==> src/rtl/fetch_stage.sv <==
// Instruction-fetch stage: boots the PC from a reset-vector word, fetches over a rd/ready
// handshake, and feeds {IR, PC, valid} to the FD register. Stalls park a late word in a skid register.
module fetch_stage #(
    parameter int                ADDR_W            = 20,
    parameter logic [ADDR_W-1:0] RESET_VECTOR_ADDR = '0,
    parameter logic [31:0]       NOP_WORD          = 32'h0
) (
    input  logic              clk,
    input  logic              reset,
    input  logic              stall,
    input  logic              redirect,
    input  logic [ADDR_W-1:0] redirect_pc,
    output logic              imem_rd,
    output logic [ADDR_W-1:0] imem_addr,
    input  logic [31:0]       imem_rdata,
    input  logic              imem_ready,
    output logic [31:0]       IR_out,
    output logic [ADDR_W-1:0] PC_out,
    output logic              IR_valid
);

    typedef enum logic [1:0] {
        BOOT  = 2'd0,
        FETCH = 2'd1,
        HOLD  = 2'd2
    } state_t;

    state_t            state_p0, state_nxt;
    logic [ADDR_W-1:0] pc_p0, pc_nxt;
    logic [31:0]       skid_p0, skid_nxt;
    logic [31:0]       ir_nxt;
    logic [ADDR_W-1:0] pc_out_nxt;
    logic              vld_nxt;

    function automatic logic [ADDR_W-1:0] pc_inc(input logic [ADDR_W-1:0] pc);
        return pc + ADDR_W'(1);
    endfunction

    always_comb begin
        state_nxt  = state_p0;
        pc_nxt     = pc_p0;
        skid_nxt   = skid_p0;
        ir_nxt     = IR_out;
        pc_out_nxt = PC_out;
        vld_nxt    = IR_valid;
        imem_rd    = 1'b0;
        imem_addr  = pc_p0;

        case (state_p0)
            BOOT: begin
                imem_rd   = 1'b1;
                imem_addr = RESET_VECTOR_ADDR;
                if (imem_ready) begin
                    pc_nxt    = imem_rdata[ADDR_W-1:0];
                    state_nxt = FETCH;
                end
            end
            FETCH: begin
                imem_rd = 1'b1;
                // Redirect wins over everything; any word returning this cycle belongs to the dead path.
                if (redirect) begin
                    pc_nxt  = redirect_pc;
                    ir_nxt  = NOP_WORD;
                    vld_nxt = 1'b0;
                end else if (imem_ready && !stall) begin
                    ir_nxt     = imem_rdata;
                    pc_out_nxt = pc_p0;
                    vld_nxt    = 1'b1;
                    pc_nxt     = pc_inc(pc_p0);
                end else if (imem_ready) begin
                    skid_nxt  = imem_rdata;
                    state_nxt = HOLD;
                end else if (!stall) begin
                    ir_nxt     = NOP_WORD;
                    pc_out_nxt = pc_p0;
                    vld_nxt    = 1'b0;
                end
            end
            HOLD: begin
                if (redirect) begin
                    pc_nxt    = redirect_pc;
                    ir_nxt    = NOP_WORD;
                    vld_nxt   = 1'b0;
                    state_nxt = FETCH;
                end else if (!stall) begin
                    ir_nxt     = skid_p0;
                    pc_out_nxt = pc_p0;
                    vld_nxt    = 1'b1;
                    pc_nxt     = pc_inc(pc_p0);
                    state_nxt  = FETCH;
                end
            end
            default: state_nxt = BOOT;
        endcase
    end

    // Stage boundary: fetch state and FD-register outputs
    always_ff @(posedge clk or posedge reset) begin
        if (reset) begin
            state_p0 <= BOOT;
            pc_p0    <= '0;
            skid_p0  <= '0;
            IR_out   <= NOP_WORD;
            PC_out   <= '0;
            IR_valid <= 1'b0;
        end else begin
            state_p0 <= state_nxt;
            pc_p0    <= pc_nxt;
            skid_p0  <= skid_nxt;
            IR_out   <= ir_nxt;
            PC_out   <= pc_out_nxt;
            IR_valid <= vld_nxt;
        end
    end

endmodule

==> config.mk <==
export PLATFORM = sky130hd
export DESIGN_NAME = fetch_stage
export DESIGN_NICKNAME = d
export VERILOG_FILES = /design/src/rtl/fetch_stage.sv
export SDC_FILE = /design/constraint.sdc
export NUM_CORES = 1
export LEC_CHECK = 0
export CAP_MARGIN = 20
export CORE_MARGIN = 8
export CORE_UTILIZATION = 45
export CTS_CLUSTER_SIZE = 30
export DETAILED_ROUTE_END_ITERATION = 8
export GPL_ROUTABILITY_DRIVEN = 0
export PLACE_DENSITY = 0.79
export SYNTH_ARGS = -nofsm -noshare
export SYNTH_HDL_FRONTEND = slang
export SYNTH_SLANG_ARGS = --single-unit
==> constraint.sdc <==
create_clock -name clk -period 3.4 [get_ports clk]
set_input_delay 0.68 -clock clk [delete_from_list [all_inputs] [get_ports clk]]
set_output_delay 0.68 -clock clk [all_outputs]
set_load 0.1 [all_outputs]
==> metrics, run 1 <==
nets=678; crit-path max cell delay=~0.41 ns; Final Cycle Share=0.759; H-tree depth=3; CTS Buffer Depth=2; simple-gate share of the synthesized area=0.143; post-route cell area=6820 sq um; antenna-violating nets left=0; Synth Instances=approximately 500; register area share after synthesis=0.510; DR WL/cell=around 19 um; XOR/XNOR share of the synthesized area=0.0134; Tmin final=2.58 ns; total number of vias=4353; max-slew violations=0; Max Clk Rate=just under 0.4 GHz; multiplexer share of the synthesized area=0.113; Mean Syn Cell Area=10.5 sq um; Die X=between 100 and 150 um; hpwl dp=about 10000 um; Seq cells post-synth=107; RSZ-0062 raised after global routing=false; Fin. Hold Viols=0; Synthesized Nets=about 560; Critical Path Sink Type=output port; Finish-stage setup viols=0; gr ovfl total=0; Worst-Margin Slew=0.971 ns; Slew headroom=0.351; most frequent cells after synthesis=dfrtp_1, nand2_1, o21ai_1; asr flop ratio synth=1.00; die outline height=124 um; antenna violations before repair=0; post_cts resized=0; First DRT Iteration DRCs=347; slack of the critical path=between 0.8 and 0.9 ns; Worst R2R End=pc_p0[6]; Post-synth EDFFs=0; first-pass GRT wire length=about 23000 um; hold endpoint=IR_out[1]; most used cell, CP=buf_4; vias in the first global route=around 4.3k; Cell Area, Synth=between 5000 and 6000 sq um; adder-cell share of the synthesized area=0.00954; cell taking the most area after synthesis=dfrtp_1; Area contributors post-synth=dfrtp_1, mux2_2, a22oi_1, mux2_1, nand2_1; Synth cell types=between 40 and 50; Detailed Routing Iterations Pass 1=4; Reg-to-Reg Start=state_p0[0]; CTS sink count=107; CTS Buf Count=9; gr usage total=0.186; pin count of the biggest net entering global routing=between 100 and 150; Starting Density=0.460; WS Path Type=register to output port; layout cell share with drive strength beyond 1=0.230; Setup Skew=slightly below 0.007 ns; Compound-Gate Fraction of Synth Area=0.176; DP Worst Slack=slightly below 0.4 ns; post-CTS setup buffers=0; status=finished clean; ANT cells=0; cell with the most instances after synthesis=dfrtp_1; Placed Area=6520 sq um; worst skew pair latency=around 0.35 ns; Hold Crit Start=IR_out[1]; die area=15400 sq um; top-area cell type share of the netlist area=0.510; CTS tree=yes; via/cell ratio=~5.7; I/O pin count=~130; required time worst endpoint=2.72 ns; max cap viols=0; final setup TNS=0 ns; ys flop type=dfrtp_1; Residual DRC=0; hold path depth=2; Yosys warnings=0; main combinational cell family by area after synthesis=compound AO/OA/AOI/OAI gates; clock slew at reported path FFs=around 0.070 ns; worst hold path class=register to register; # port buffers=130; # hold bufs at CTS=0; drt total wl=14200 um; CP cell instances=inv_1 > ha_1 > buf_4 > nor2_1 > buf_4; Startpoint Class=register; FF-to-FF setup slack=around 1.1 ns; Core Area=between 10000 and 15000 sq um; Max Fanout on Critical Path=20; CTS root buffer=clkbuf_16; worst path arrival time=1.90 ns; row count=39; Layout area overhead=30.0%; r2r worst-path depth=7; Crit-path slowest cell=dfrtp_1
[per-stage QoR]
step / utilization / instances / hold WS [ns]
finish: 0.597 / 765 / 0.487
global route: 0.597 / 765 / 0.508
CTS: 0.596 / 764 / 0.489
detailed placement: 0.571 / 748 / 0.473
global placement: 0.571 / 748 / 0.466
floorplan: - / 502 / 0.451
[logic make-up after synthesis]
group | count (synthesis)
AND/OR/NAND/NOR | 142
adder cells (fa/ha/maj) | 4
buffers and inverters | 44
AO/OA/AOI/OAI | 144
flip-flops | 107
XOR/XNOR | 8
multiplexers | 53
[worst max-delay path, delay by kind of cell (launching register included)]
kind	cells	cell delay (ns)
flops	1	0.41
buf+inv	3	0.67
fa+ha+maj	1	0.32
simple gates	1	0.15
[layer usage]
layer,part of all wire,track usage,vias up
li1,-,-,2028
met1,0.43,0.249,2146
met2,0.49,0.295,153
met3,0.061,0.0422,26
met4,0.018,0.0602,0
met5,0,0,-
[final cells by class]
cell class	instances	area, sq um
clock inverter	7	57.6
sequential	107	2680
inverter	7	30.0
clock buffer	9	225
fill	987	4600
timing repair buffer	141	1240
tap	143	179
multi-input combinational	351	2410
[cell usage in the layout, fill, tap and decap left out, types with 6 or more instances in the layout]
cell / count
dfrtp_1: 107
buf_4: 75
clkdlybuf4s50_1: 64
nand2_1: 55
o21ai_1: 35
a22oi_1: 33
mux2_2: 32
nor2b_1: 27
a21oi_1: 24
nor2_1: 22
mux2_1: 19
o21ai_0: 19
clkbuf_16: 9
nand3_1: 6
nand2b_1: 6
o211ai_1: 6
[how the worst max path moves through the flow]
stage,endpoint,cells after the start,startpoint,slack [ns]
floorplan,imem_addr[0],5,state_p0[0],0.40
global placement,pc_p0[12],6,redirect,0.52
detailed placement,pc_p0[16],6,redirect,0.39
CTS,pc_p0[16],6,redirect,0.78
global route,imem_addr[2],5,state_p0[0],0.73
finish,imem_addr[10],5,state_p0[0],0.82
Power of run 1 is not shown: default switching activity piles up to over one toggle a cycle in this logic, so the estimate is an artifact.
==> inputs of run 2 (changes only) <==
--- a/config.mk
+++ b/config.mk
@@ -7,11 +7,11 @@
 export LEC_CHECK = 0
 export CAP_MARGIN = 20
 export CORE_MARGIN = 8
-export CORE_UTILIZATION = 45
+export CORE_UTILIZATION = 50
 export CTS_CLUSTER_SIZE = 30
 export DETAILED_ROUTE_END_ITERATION = 8
 export GPL_ROUTABILITY_DRIVEN = 0
-export PLACE_DENSITY = 0.79
+export PLACE_DENSITY = 0.83
 export SYNTH_ARGS = -nofsm -noshare
 export SYNTH_HDL_FRONTEND = slang
 export SYNTH_SLANG_ARGS = --single-unit
==> constraint.sdc (replaced) <==
create_clock -name clk -period 2.7 [get_ports clk]
set_input_delay 0.54 -clock clk [delete_from_list [all_inputs] [get_ports clk]]
set_output_delay 0.54 -clock clk [all_outputs]
set_load 0.1 [all_outputs]
==> run 2 against run 1 <==
Compared with the run above:
- critical path depth rose by 2
- hold slack improved by 0.0049 ns
- core utilization rose by 8.6 points
- cell area rose by 3.0%
- sequential share of layout area fell by 1.1 points
- clock skew rose by 0.0018 ns
- register-to-register slack got worse by 0.84 ns
- critical path type is now register to register
- critical endpoint is now pc_p0[5]
- largest cell class unchanged
- highest routed layer unchanged
==> metrics, run 2 (synthesized netlist as in run 1, its figures left out) <==
RSZ-0062 raised after global routing=false (unchanged); antenna violations before repair=0 (unchanged); CTS root buffer=clkbuf_8 (was clkbuf_16); Core Area=10300 sq um (was 11400 sq um); ANT cells=0 (unchanged); CP cell instances=inv_1 > ha_1 > or2_1 > o221ai_2 > buf_4 > a21oi_1 > a21oi_1 (was inv_1 > ha_1 > buf_4 > nor2_1 > buf_4); CTS Buf Count=9 (unchanged); worst path arrival time=2.74 ns (was 1.90 ns); DR WL/cell=19.2 um (was 18.6 um); First DRT Iteration DRCs=295 (was 347); nets=681 (was 678); Residual DRC=0 (unchanged); H-tree depth=3 (unchanged); Finish-stage setup viols=0 (unchanged); worst skew pair latency=0.38 ns (was 0.35 ns); # hold bufs at CTS=0 (unchanged); clock slew at reported path FFs=0.10 ns (was 0.07 ns); Slew headroom=0.306 (was 0.351); Final Non-Filler Cells=761 (was 765); Die X=118 um (was 124 um); layout cell share with drive strength beyond 1=0.246 (was 0.230); most common cell after layout, fill and taps aside=dfrtp_1 (unchanged); hpwl dp=10700 um (was 9990 um); CTS sink count=107 (unchanged); gr usage total=0.206 (was 0.186); # port buffers=130 (unchanged); Fin. Hold Viols=0 (unchanged); Worst-Margin Slew=1.04 ns (was 0.971 ns); Startpoint Class=register (unchanged); max cap viols=0 (unchanged); required time worst endpoint=3.00 ns (was 2.72 ns); Tmin final=about 2.4 ns; drt total wl=14600 um (was 14200 um); pin count of the biggest net entering global routing=108 (unchanged); CTS tree=yes (unchanged); Crit-path slowest cell=o221ai_2 (was dfrtp_1); first-pass GRT wire length=23600 um (was 22600 um); Final Cycle Share=0.903; most used cell, CP=a21oi_1 (was buf_4); Setup Skew=0.00850 ns (was 0.00674 ns); Layout Utilization=0.684 (was 0.597); most frequent cells in the layout=dfrtp_1, buf_4, clkdlybuf4s50_1 (unchanged); antenna-violating nets left=0 (unchanged); total number of vias=4422 (was 4353); post_cts resized=0 (unchanged); Max Clk Rate=0.410 GHz; Filler cells=790 (was 987); DP Worst Slack=0.133 ns (was 0.391 ns); CTS Buffer Depth=2 (unchanged); status=finished clean (unchanged); worst hold path class=register to register (unchanged); Starting Density=0.511 (was 0.460); slack of the critical path=0.262 ns (was 0.818 ns); die area=14000 sq um (was 15400 sq um); Detailed Routing Iterations Pass 1=5 (was 4); WS Path Type=register to register (was register to output port); max-slew violations=0 (unchanged); gr ovfl total=0 (unchanged); Placed Instances=745 (was 748); die outline height=118 um (was 124 um); crit-path max cell delay=0.81 ns (was 0.41 ns); final hold slack=0.491 ns (was 0.487 ns); Critical Path Sink Type=register (was output port); row count=37 (was 39); I/O pin count=131 (unchanged); vias in the first global route=4579 (was 4282); Layout area overhead=33.9% (was 30.0%); Max Fanout on Critical Path=22 (was 20); post-CTS setup buffers=0 (unchanged); via/cell ratio=5.81 (was 5.69)
==> run 2: changes by cell type in the layout (fill, tap and decap cells not counted), sizes merged <==
cell           previous run  this run
buf                      77        88
bufinv                    0         2
clkbuf                    9        10
clkdlybuf4s50            64        56
clkinvlp                  2         3
inv                      10         6
==> run 2: per-layer routing <==
layer  up-vias  global-route usage  part of all wire
li1       2035                   -                 -
met1      2181               0.247              0.41
met2       177               0.337              0.48
met3        29              0.0624             0.082
met4         0              0.0917             0.027
met5         -                   0                 0
==> run 2: critical path, delay by kind of cell (launching register included) <==
kind	cells	cell delay, ns
flops	1	0.40
compound gates	3	1.02
simple gates	1	0.31
fa+ha+maj	1	0.26
buf+inv	2	0.37
==> run 2: layout make-up <==
cell class / instances / area, sq um / share of cell area
Multi-Input combinational cell: 351 / 2410 / 0.343
Inverter: 7 / 30.0 / 0.00427
Clock buffer: 10 / 138 / 0.0196
Timing Repair Buffer: 144 / 1510 / 0.215
Tap cell: 136 / 170 / 0.0242
Sequential cell: 107 / 2680 / 0.381
Clock inverter: 6 / 88.8 / 0.0126
==> run 2: metrics by stage <==
stage	instance area, sq um	setup TNS, ns
after detailed placement	6800	0
after global routing	7030	0
after CTS	7030	0
after global placement	6800	0
final	7030	0
after floorplan	5250	-2.75
==> run 2: worst paths after layout <==
path / startpoint / end / slack, ns / cells past startpoint
max: state_p0[0] / pc_p0[5] / 0.26 / 7
min: IR_out[26] / IR_out[26] / 0.49 / 2
max reg2reg: state_p0[0] / pc_p0[5] / 0.26 / 7
min reg2reg: IR_out[26] / IR_out[26] / 0.49 / 2
max in group asynchronous: reset / skid_p0[29] / 1.61 / 3
min in group asynchronous: reset / asynchronous set/reset pin / 0.67 / 3
Power of run 2 is left out for the same reason.
==> inputs of run 3 (changes only) <==
--- a/config.mk
+++ b/config.mk
@@ -12,6 +12,7 @@
 export DETAILED_ROUTE_END_ITERATION = 8
 export GPL_ROUTABILITY_DRIVEN = 0
 export PLACE_DENSITY = 0.83
+export SETUP_SLACK_MARGIN = 0.2
 export SYNTH_ARGS = -nofsm -noshare
 export SYNTH_HDL_FRONTEND = slang
 export SYNTH_SLANG_ARGS = --single-unit
==> run 3 against run 2 <==
Compared with the run above:
- final cell count did not move
- die area did not move
- global-route usage did not move
- wire length rose by 0.42%
==> metrics, run 3 (synthesized netlist as in run 1, its figures left out) <==
Setup Skew=0.00651 ns (was 0.00850 ns); pin count of the biggest net entering global routing=108 (unchanged); Die X=118 um (unchanged); antenna-violating nets left=0 (unchanged); gr usage total=0.206 (unchanged); Starting Density=0.511 (unchanged); row count=37 (unchanged); worst hold path class=register to register (unchanged); Fin. Hold Viols=0 (unchanged); status=finished clean (unchanged); H-tree depth=3 (unchanged); required time worst endpoint=2.16 ns (was 3.00 ns); Detailed Routing Iterations Pass 1=5 (unchanged); most frequent cells in the layout=dfrtp_1, buf_4, clkdlybuf4s50_1 (unchanged); Finish-stage setup viols=0 (unchanged); Layout area overhead=34.2% (was 33.9%); layout cell share with drive strength beyond 1=0.246 (unchanged); Worst-Margin Slew=0.674 ns (was 1.04 ns); gr ovfl total=0 (unchanged); r2r worst-path depth=7 (unchanged); First DRT Iteration DRCs=275 (was 295); die outline height=118 um (unchanged); Placed Instances=745 (unchanged); hpwl dp=10700 um (unchanged); max cap viols=0 (unchanged); Placed Area=6800 sq um (unchanged); drt total wl=14700 um (was 14600 um); Tmin final=2.43 ns (was 2.44 ns); Startpoint Class=register (unchanged); Residual DRC=0 (unchanged); antenna violations before repair=0 (unchanged); clock slew at reported path FFs=0.10 ns (about the same); CTS Buf Count=9 (unchanged); CTS sink count=107 (unchanged); nets=681 (unchanged); Core Area=10300 sq um (unchanged); RSZ-0062 raised after global routing=false (unchanged); Storage cell area=2680 sq um (unchanged); DR WL/cell=19.3 um (was 19.2 um); CTS Buffer Depth=2 (unchanged); Max Fanout on Critical Path=24 (was 22); Max Clk Rate=0.412 GHz (was 0.410 GHz); Final Cycle Share=0.899 (was 0.903); Filler cells=791 (was 790); Final Non-Filler Cells=761 (unchanged); vias in the first global route=4579 (unchanged); CTS tree=yes (unchanged); most common cell after layout, fill and taps aside=dfrtp_1 (unchanged); total number of vias=4423 (was 4422); post-route cell area=7040 sq um (was 7030 sq um); Slew headroom=0.551 (was 0.306); ANT cells=0 (unchanged); die area=14000 sq um (unchanged); max-slew violations=0 (unchanged); hold path depth=2 (unchanged); worst path arrival time=1.89 ns (was 2.74 ns); via/cell ratio=5.81 (about the same); post-CTS setup buffers=0 (unchanged); Critical Path Sink Type=output port (was register); first-pass GRT wire length=23600 um (unchanged); WS Path Type=register to output port (was register to register); worst skew pair latency=0.38 ns (about the same); # port buffers=130 (unchanged); I/O pin count=131 (unchanged); CTS root buffer=clkbuf_8 (unchanged); final setup TNS=0 ns (unchanged); Multi-input gate area=2420 sq um (was 2410 sq um)
-- run 3: metrics by stage --
| stage | hold WS [ns] | setup WS, ns | utilization |
|---|---|---|---|
| 6_report | 0.491 | 0.274 | 0.685 |
| 4_1_cts | 0.500 | 0.248 | 0.684 |
| 3_3_place_gp | 0.468 | 0.247 | 0.662 |
| 3_5_place_dp | 0.477 | 0.133 | 0.662 |
| 2_1_floorplan | 0.451 | -0.160 | - |
| 5_1_grt | 0.513 | 0.188 | 0.685 |
-- run 3: area by class of cell --
class	count	area share
Clock inverter	6	0.0126
Inverter	7	0.00427
Multi-Input combinational cell	351	0.344
Timing Repair Buffer	144	0.215
Sequential cell	107	0.380
Clock buffer	10	0.0195
Tap cell	136	0.0242
-- run 3: per-layer routing --
metal | share of wire | GRT usage | routed length (um) | vias to the layer above
met5 | 0 | 0 | 0 | -
met4 | 0.026 | 0.0917 | 382 | 0
met3 | 0.080 | 0.0624 | 1180 | 26
met2 | 0.48 | 0.337 | 7090 | 177
met1 | 0.41 | 0.247 | 6030 | 2183
li1 | - | - | - | 2037
-- run 3: worst max-delay path, stage by stage (launching register included) --
cell and delay [ns]:
dfrtp_1 0.40, inv_1 0.09, ha_1 0.30, buf_6 0.21, or2_2 0.33, buf_12 0.17
-- run 3: path summary, 6_finish.rpt --
| kind | start | end | slack (ns) |
|---|---|---|---|
| worst min-delay path | IR_out[26] | IR_out[26] | 0.49 |
| worst max register to register | state_p0[0] | pc_p0[5] | 0.51 |
| worst min register to register | IR_out[26] | IR_out[26] | 0.49 |
| worst max-delay path | state_p0[0] | imem_rd | 0.27 |
| min in group asynchronous | reset | asynchronous set/reset pin | 0.67 |
| max in group asynchronous | reset | pc_p0[14] | 1.60 |
-- run 3: repair_timing --
item,CTS,global route
resized for setup,0,2
hold buffers,0,0
setup endpoints to repair,0,5
Power of run 3 is left out for the same reason.
